### src/rtl/mem_pkg.sv
// Shared definitions for the burst memory: default geometry and FSM state encoding.
package mem_pkg;

  localparam int DEF_WIDTH     = 16;
  localparam int DEF_DEPTH     = 64;
  localparam int DEF_MAX_BURST = 16;

  typedef enum logic [1:0] {
    ST_IDLE,
    ST_WRITE,
    ST_READ,
    ST_CLEAR
  } state_e;

endpackage

### src/rtl/mem_array.sv
// Word storage with one byte-enabled write port and one registered read port.
module mem_array
  import mem_pkg::*;
#(
  parameter int WIDTH      = DEF_WIDTH,
  parameter int DEPTH      = DEF_DEPTH,
  parameter int ADDR_WIDTH = $clog2(DEPTH),
  parameter int BE_WIDTH   = WIDTH / 8
) (
  input  logic                  clk,
  input  logic                  i_we,
  input  logic [ADDR_WIDTH-1:0] i_waddr,
  input  logic [WIDTH-1:0]      i_wdata,
  input  logic [BE_WIDTH-1:0]   i_wstrb,
  input  logic                  i_re,
  input  logic [ADDR_WIDTH-1:0] i_raddr,
  output logic [WIDTH-1:0]      o_rdata
);

  logic [WIDTH-1:0] mem [DEPTH];
  logic [WIDTH-1:0] r_rdata;

  // NOTE: the array and its read register carry no reset so they map onto RAM macros;
  // contents are initialised only by the clear sequence.
  always_ff @(posedge clk) begin
    if (i_we) begin
      for (int b = 0; b < BE_WIDTH; b++) begin
        if (i_wstrb[b]) mem[i_waddr][8*b +: 8] <= i_wdata[8*b +: 8];
      end
    end
    if (i_re) r_rdata <= mem[i_raddr];
  end

  assign o_rdata = r_rdata;

endmodule

### src/rtl/mem_burst.sv
// Burst-oriented memory slave: write/read bursts with address wrap, byte strobes and bulk clear.
module mem_burst
  import mem_pkg::*;
#(
  parameter  int WIDTH      = DEF_WIDTH,
  parameter  int DEPTH      = DEF_DEPTH,
  parameter  int MAX_BURST  = DEF_MAX_BURST,
  localparam int ADDR_WIDTH = $clog2(DEPTH),
  localparam int LEN_WIDTH  = $clog2(MAX_BURST),
  localparam int BE_WIDTH   = WIDTH / 8
) (
  input  logic                  clk,
  input  logic                  rst,
  input  logic                  valid,
  output logic                  ready,
  input  logic                  wr_rd,
  input  logic [ADDR_WIDTH-1:0] addr,
  input  logic [LEN_WIDTH-1:0]  len,
  input  logic [WIDTH-1:0]      wdata,
  input  logic [BE_WIDTH-1:0]   wstrb,
  output logic [WIDTH-1:0]      rdata,
  output logic                  rvalid,
  input  logic                  clr,
  output logic                  busy,
  output logic                  err
);

  state_e                r_state, w_next_state;
  logic                  r_live;
  logic [ADDR_WIDTH-1:0] r_cur_addr, w_next_addr;
  logic [LEN_WIDTH-1:0]  r_beats;
  logic                  r_err, r_rvalid, r_rd_seen;
  logic                  w_clr_go, w_accept, w_bad_addr, w_last, w_wr_beat;
  logic                  w_we, w_re;
  logic [WIDTH-1:0]      w_wdata, w_arr_rdata;
  logic [BE_WIDTH-1:0]   w_wstrb;

  assign w_clr_go    = (r_state == ST_IDLE) && r_live && clr;
  assign w_accept    = (r_state == ST_IDLE) && r_live && valid && !clr;
  assign w_bad_addr  = 32'(addr) >= DEPTH;
  assign w_last      = (r_beats == '0);
  assign w_wr_beat   = (r_state == ST_WRITE) && valid;
  assign w_next_addr = (r_cur_addr == ADDR_WIDTH'(DEPTH - 1)) ? '0 : r_cur_addr + 1'b1;

  // NOTE: sequential state uses non-blocking assignments so every flop samples pre-edge values.
  always_ff @(posedge clk or negedge rst) begin
    if (!rst) r_state <= ST_IDLE;
    else      r_state <= w_next_state;
  end

  // NOTE: the default assignment first keeps this block free of inferred latches.
  always_comb begin
    w_next_state = r_state;
    unique case (r_state)
      ST_IDLE: begin
        if (w_clr_go)                    w_next_state = ST_CLEAR;
        else if (w_accept && !w_bad_addr) w_next_state = wr_rd ? ST_WRITE : ST_READ;
      end
      ST_WRITE: if (w_wr_beat && w_last) w_next_state = ST_IDLE;
      ST_READ:  if (w_last)              w_next_state = ST_IDLE;
      ST_CLEAR: if (r_cur_addr == ADDR_WIDTH'(DEPTH - 1)) w_next_state = ST_IDLE;
      default:                           w_next_state = ST_IDLE;
    endcase
  end

  always_comb begin
    ready   = r_live && ((r_state == ST_IDLE) || (r_state == ST_WRITE));
    busy    = (r_state != ST_IDLE);
    w_we    = w_wr_beat || (r_state == ST_CLEAR);
    w_re    = (r_state == ST_READ);
    w_wdata = (r_state == ST_CLEAR) ? '0 : wdata;
    w_wstrb = (r_state == ST_CLEAR) ? '1 : wstrb;
  end

  // Address/beat bookkeeping; r_live holds ready low until the first edge out of reset.
  always_ff @(posedge clk or negedge rst) begin
    if (!rst) begin
      r_live     <= 1'b0;
      r_cur_addr <= '0;
      r_beats    <= '0;
      r_err      <= 1'b0;
      r_rvalid   <= 1'b0;
      r_rd_seen  <= 1'b0;
    end else begin
      r_live    <= 1'b1;
      r_err     <= w_accept && w_bad_addr;
      r_rvalid  <= w_re;
      r_rd_seen <= r_rd_seen || w_re;
      unique case (r_state)
        ST_IDLE: begin
          if (w_clr_go) begin
            r_cur_addr <= '0;
          end else if (w_accept && !w_bad_addr) begin
            r_cur_addr <= addr;
            r_beats    <= len;
          end
        end
        ST_WRITE: begin
          if (w_wr_beat) begin
            r_cur_addr <= w_next_addr;
            r_beats    <= r_beats - 1'b1;
          end
        end
        ST_READ: begin
          r_cur_addr <= w_next_addr;
          r_beats    <= r_beats - 1'b1;
        end
        ST_CLEAR: r_cur_addr <= w_next_addr;
        default:  r_cur_addr <= '0;
      endcase
    end
  end

  mem_array #(
    .WIDTH (WIDTH),
    .DEPTH (DEPTH)
  ) u_array (
    .clk     (clk),
    .i_we    (w_we),
    .i_waddr (r_cur_addr),
    .i_wdata (w_wdata),
    .i_wstrb (w_wstrb),
    .i_re    (w_re),
    .i_raddr (r_cur_addr),
    .o_rdata (w_arr_rdata)
  );

  // The read register is not reset, so rdata shows zero until the first read beat after reset.
  assign rdata  = r_rd_seen ? w_arr_rdata : '0;
  assign rvalid = r_rvalid;
  assign err    = r_err;

endmodule

### config.mk
export PLATFORM = sky130hd
export DESIGN_NAME = mem_burst
export DESIGN_NICKNAME = d
export VERILOG_FILES = /design/src/rtl/mem_pkg.sv /design/src/rtl/mem_array.sv /design/src/rtl/mem_burst.sv
export SDC_FILE = /design/constraint.sdc
export NUM_CORES = 1
export LEC_CHECK = 0
export CAP_MARGIN = 5
export CORE_MARGIN = 8
export CORE_UTILIZATION = 50
export CTS_CLUSTER_DIAMETER = 60
export DETAILED_ROUTE_END_ITERATION = 8
export PLACE_DENSITY = 0.66
export SLEW_MARGIN = 20
export SYNTH_ARGS = -nofsm -noshare
export SYNTH_HDL_FRONTEND = slang
export SYNTH_HIERARCHICAL = 1
export SYNTH_SLANG_ARGS = --single-unit
### constraint.sdc
create_clock -name clk -period 4.04 [get_ports clk]
set_input_delay 0.606 -clock clk [delete_from_list [all_inputs] [get_ports clk]]
set_output_delay 0.606 -clock clk [all_outputs]
set_load 0.05 [all_outputs]
## Yosys cells after proc, flatten, opt, wreduce, memory -nomap -nowiden

Memory sizes are Yosys's and may differ from the RTL's. A register that Yosys moved wholly into a read port is not among the register bits.
Cells that the tools add are included.

- Add/subtract/negate cells: 2
- Equality and inequality tests: 11
- Multiplexer cells: 25
- Reduce and logical (&&, ||, !) cells: 19

Operators with widths:

| operator | number |
|---|---|
| $mux W16 | 2 |
| $mux W6 | 4 |
| $pmux W6 S3 | 1 |
| $mux W2 | 7 |
| $mux W4 | 3 |
| $ne A2 B2 Y1 const B | 6 |
| $pmux W4 S3 | 1 |
| $pmux W2 S4 | 1 |
| $reduce_and A4 Y1 | 2 |
| $logic_and A1 B1 Y1 | 7 |
| $add A6 B1 Y6 const B | 1 |
| $eq A6 B6 Y1 const B | 1 |
| $mux W1 | 6 |
| $eq A2 B2 Y1 const B | 2 |
| $logic_not A4 Y1 | 1 |
| $sub A4 B1 Y4 const B | 1 |
| $logic_or A1 B1 Y1 | 3 |
| $ne A3 B3 Y1 const B | 1 |
| $reduce_bool A3 Y1 | 1 |
| $eq A2 B1 Y1 const B | 1 |
| $logic_not A2 Y1 | 1 |
| $reduce_and A2 Y1 | 1 |
| $reduce_bool A2 Y1 | 1 |
| $reduce_or A2 Y1 | 1 |
| $logic_not A1 Y1 | 1 |

- Bits in registers: 15
- Bits in writable memories: 1024
- Bits of input ports: 33
- Output and inout port bits: 20
- Word-level logic and storage cells: 64
- Memories: 1

Memory list:

| memory | depth | bits a word | rd ports | clocked after Yosys merged registers in | write ports | line | source |
|---|---|---|---|---|---|---|---|
| u_array.mem | 64 | 16 | 1 | 1 | 1 | mem_array.sv:20 | `logic [WIDTH-1:0] mem [DEPTH];` |

## Depth between registers and ports, before layout

- Word-level depth: 7
- Gate-level depth with buffers: 10
- Mapped depth without buffers: 6

## Hierarchy

Netlist, hierarchy kept.

Modules (own cells, without submodules):

| module | instances | cells an instance | area an instance (sq um) | seq. area each (sq um) |
|---|---|---|---|---|
| mem_array | 1 | 1906 | 40481.3 | 31230.0 |
| mem_burst | 1 | 141 | 1172.4 | 375.4 |

## Worst setup path after synthesis

No wires, ideal clock.

- Kind: reg2reg
- From: register r_state[0]
- To: memory u_array/mem[0][0] in the netlist's numbering, data pin
- Library setup time: 0.514 ns
- Arrival: 2.406 ns
- Data required time: 3.526 ns
- Path slack: 1.119 ns
- Stages on the path, launching flop included: 4
- Buffers on the path: 1
- Period minus slack after synthesis: 2.921 ns
- Path through: dfrtp_1 > ha_1 > clkbuf_1 > nor2b_1

- Longest elaborated chain between the ends: 2

RTL lines:

| what | line | source |
|---|---|---|
| from (decl) | mem_burst.sv:28 | `state_e r_state, w_next_state;` |
| from (signal assigned) | mem_burst.sv:48 | `else r_state <= w_next_state;` |
| $eq A2 B2 Y1 | mem_burst.sv:71 | `w_wdata = (r_state == ST_CLEAR) ? '0 : wdata;` |
| $mux W16 | mem_burst.sv:71 |  |
| via w_wdata[0] | mem_burst.sv:35 | `logic [WIDTH-1:0] w_wdata, w_arr_rdata;` |
| to (decl) | mem_array.sv:20 |  |

The timed path passes the listed nets, and every way through them passes these cells.

## Worst setup path after layout

- From: register r_state[0]
- To: output port ready

- Longest elaborated chain between the ends: 3
- Elaborated cells on any way between the ends: 4
- Classes of those cells: eq/ne: 1; reduce/logical: 3

RTL lines:

| what | line | source |
|---|---|---|
| $eq A2 B1 Y1 / $logic_not A2 Y1 (equally long branches) | mem_burst.sv:67 | `ready = r_live && ((r_state == ST_IDLE) \|\| (r_state == ST_WRITE));` |
| $logic_or A1 B1 Y1 (*) | mem_burst.sv:67 |  |
| $logic_and A1 B1 Y1 (*) | mem_burst.sv:67 |  |
| to (decl) | mem_burst.sv:15 | `output logic ready,` |

Every way passes the cells marked *; elsewhere a longest branch is shown, timed or not.

==> flow_metrics.env <==
export IMPL_die_area_mm2=0.0928
export IMPL_yosys_cell_types_count=55
export IMPL_fmax_mhz=293
export IMPL_io_pins=53
export IMPL_drt_initial_drc_count=2295
export IMPL_vias=20700
export IMPL_grt_pass1_vias=21100
export IMPL_relSlewSlack=0.256
export IMPL_globalplace_congestion=0.853
export IMPL_worst_endpoint_required_ps=3430
export IMPL_maxCapViolCount=0
export IMPL_p_leak_nw=15.2
export IMPL_finalCriticalPeriod_ps=3420
export IMPL_grt_setup_unrepaired="no"
export IMPL_ys_ff_latch=1055
export IMPL_syn_num_nets=2088
export IMPL_core_mm2=0.0830
export IMPL_slowest_stage="clkdlybuf4s50_1"
export IMPL_syn_inst=2047
export IMPL_drive_above_1_share=0.242
export IMPL_drv_slew=0
export IMPL_cts_max_level=3
export IMPL_fillCellCount=6034
export IMPL_path_clk_slew_ps=60
export IMPL_crit_fanout=18
export IMPL_syn2layout_area_growth_pct=13.7
export IMPL_die_y_um=305
export IMPL_fin_skew_ps=28.5
export IMPL_cts_tree="built"
export IMPL_multi_input_area_mm2=0.00939
export IMPL_postSynthAreaPerCell_um2=20.3
export IMPL_critPathArrivalTime_ps=2810
export IMPL_drt_first_pass_iters=5
export IMPL_worst_pin_slew_ps=1110
export IMPL_ant_nets=0
export IMPL_grt_max_degree=65
export IMPL_placed_cells_incl_taps=3200
export IMPL_synth_area_mm2=0.0417
export IMPL_vias_per_cell=6.09
export IMPL_drcViolationCount=0
export IMPL_root_buffer="clkbuf_16"
export IMPL_critical_path_class="flip-flop to output port"
export IMPL_cp_end_kind="output port"
export IMPL_cts_num_sinks=1055
export IMPL_synthArstFlopShare=0.0142
export IMPL_hold_slack_ps=396
export IMPL_period_share=0.846
export IMPL_cts_setup_buffers=0
export IMPL_stdcell_area_mm2=0.0474
export IMPL_cp_num_buf_inv=2
export IMPL_grt_overflow_total=0
export IMPL_gr_usage_all_layers=0.204
export IMPL_grt_pass1_wl_um=142000
export IMPL_yosys_warnings=6
export IMPL_totalWireLength_um=95900
export IMPL_ir_drop_v=0.000392
export IMPL_regArea_mm2=0.0316
export IMPL_routedWlPerCell_um=28.3
export IMPL_clk_latency_ps=660
export IMPL_critPathTopFamily="buffers and inverters"
export IMPL_final_cells=3392
export IMPL_power_density_mw_per_mm2=675
export IMPL_crit_chain="inv_1 -> ha_1 -> o21a_1 -> clkdlybuf4s50_1"
export IMPL_num_rows=106
export IMPL_antenna_found_initial=3
export IMPL_start_util=0.502
export IMPL_cts_path_max_buffers=3
export IMPL_hpwlAfterDp_um=61000
export IMPL_setup_tns_final_ps=0
export IMPL_cts_buffers=106
export IMPL_synth_edf_count=1040
export IMPL_setup_viol=0
export IMPL_portBuffers=51
export IMPL_slowest_delay_ps=810
export IMPL_ys_seq_area_frac=0.759
export IMPL_hold_viol=0
export IMPL_dp_slack_ps=665
export IMPL_status="finished clean"
export IMPL_startpoint_type="flip-flop"
export IMPL_fin_ws_ps=624
export IMPL_dpl_instance_area_mm2=0.0440
export IMPL_hold_path_class="input pin to async pin"
export IMPL_synth_top_flop_cell="edfxtp_1"
export IMPL_die_width_um=305
export IMPL_cts_resized=0
export IMPL_postCtsHoldBufs=0
export IMPL_nNetsFinal=2270
worst reg2reg max path, cell delays in order, from the launching register on:
cell     delay [ps]
dfrtp_1         400
ha_2            550
a21o_1          300
and3b_1         480
nand3_1         380
nor2_1          680
per-stage QoR:
step	utilization	power, mW
5_1_grt	0.570	33.1
2_1_floorplan	-	19.8
3_3_place_gp	0.530	22.8
3_5_place_dp	0.530	22.9
4_1_cts	0.570	32.2
6_report	0.570	32.0
worst paths after layout:
check                                  startpoint                            end  slack (ps)  cells past startpoint
min reg2reg                r_beats[2]$_DFFE_PN0P_         r_beats[2]$_DFFE_PN0P_         580                      2
min                                           rst      r_cur_addr[1]$_DFFE_PN0P_         400                      1
min in group clk                           len[0]         r_beats[0]$_DFFE_PN0P_         570                      3
max in group asynchronous                     rst      r_cur_addr[2]$_DFFE_PN0P_        3090                      1
max                        r_state[0]$_DFFE_PN0P_                          ready         620                      4
max reg2reg                r_state[0]$_DFFE_PN0P_  u_array/mem[52][10]$_DFFE_PP_         860                      5
cells in the mapped netlist (12+ instances only):
cell type | count | share of area
mux4_1 | 14 | 0.0088
a22oi_1 | 39 | 0.0070
mux2i_1 | 90 | 0.022
buf_4 | 16 | 0.0029
edfxtp_1 | 1040 | 0.75
nor2b_1 | 46 | 0.0069
nor2_1 | 145 | 0.013
o21ai_0 | 14 | 0.0017
buf_6 | 12 | 0.0032
clkbuf_1 | 38 | 0.0034
and2_1 | 18 | 0.0027
buf_2 | 34 | 0.0041
mux2_2 | 25 | 0.0068
nand2_1 | 76 | 0.0068
dfrtp_1 | 15 | 0.0090
nand3_1 | 33 | 0.0040
a221oi_1 | 14 | 0.0029
a21oi_1 | 21 | 0.0025
mux4_2 | 210 | 0.11
layer usage:
metal	share of wire	GRT usage	up-vias
li1	-	-	8769
met1	0.41	0.286	10800
met2	0.48	0.326	897
met3	0.082	0.0390	160
met4	0.030	0.0622	0
met5	0	0	-
cells by family after synthesis:
kind of cell,Yosys count,synth area share
simple gates,356,0.0404
mux,339,0.151
buf+inv,126,0.0189
compound gates,161,0.0286
flops,1055,0.759
other cells,2,0.000180
fa+ha+maj,8,0.00240
cell usage in the layout, fill, tap and decap left out, drive strengths merged, types with 4 or more instances in the layout:
master / n
and4: 5
edfxtp: 1040
ha: 8
and2: 18
a22oi: 39
a221oi: 14
clkinv: 38
clkinvlp: 7
a211oi: 11
nor2b: 46
nand2: 76
nand4: 10
o21ai: 17
a311oi: 8
mux2: 25
mux2i: 90
bufinv: 5
a31oi: 9
a22o: 10
a211o: 8
buf: 141
mux4: 224
dfrtp: 15
nand3: 33
clkbuf: 133
a21oi: 21
a221o: 6
nand3b: 4
a41oi: 5
inv: 14
nor2: 145
clkdlybuf4s50: 51
flip-flops by register name (all words and copies together) (netlist names):
| register | cells |
|---|---|
| r_cur_addr | 6 |
| r_state | 2 |
| rvalid | 1 |
| u_array/mem | 1024 |
| r_beats | 4 |
| r_rd_seen | 1 |
| u_array/o_rdata | 16 |
| r_live | 1 |
final cells by class:
class | count | share of cell area
flip-flops and latches | 1055 | 0.668
well taps | 1080 | 0.0285
inverters | 8 | 0.000634
clock inverters | 56 | 0.0101
multi-input cells | 866 | 0.198
repair buffers | 192 | 0.0352
diodes | 2 | 0.000106
clock buffers | 133 | 0.0594
power breakdown:
group          leakage, nW  switching, mW  total [mW]  internal (mW)
combinational         4.04           5.58        9.40           3.83
sequential            9.55          0.518        13.3           12.8
clock                 1.60           4.01        9.27           5.26
total                 15.2           10.1        32.0           21.8
Note: power is estimated with default switching activity, not from simulation.
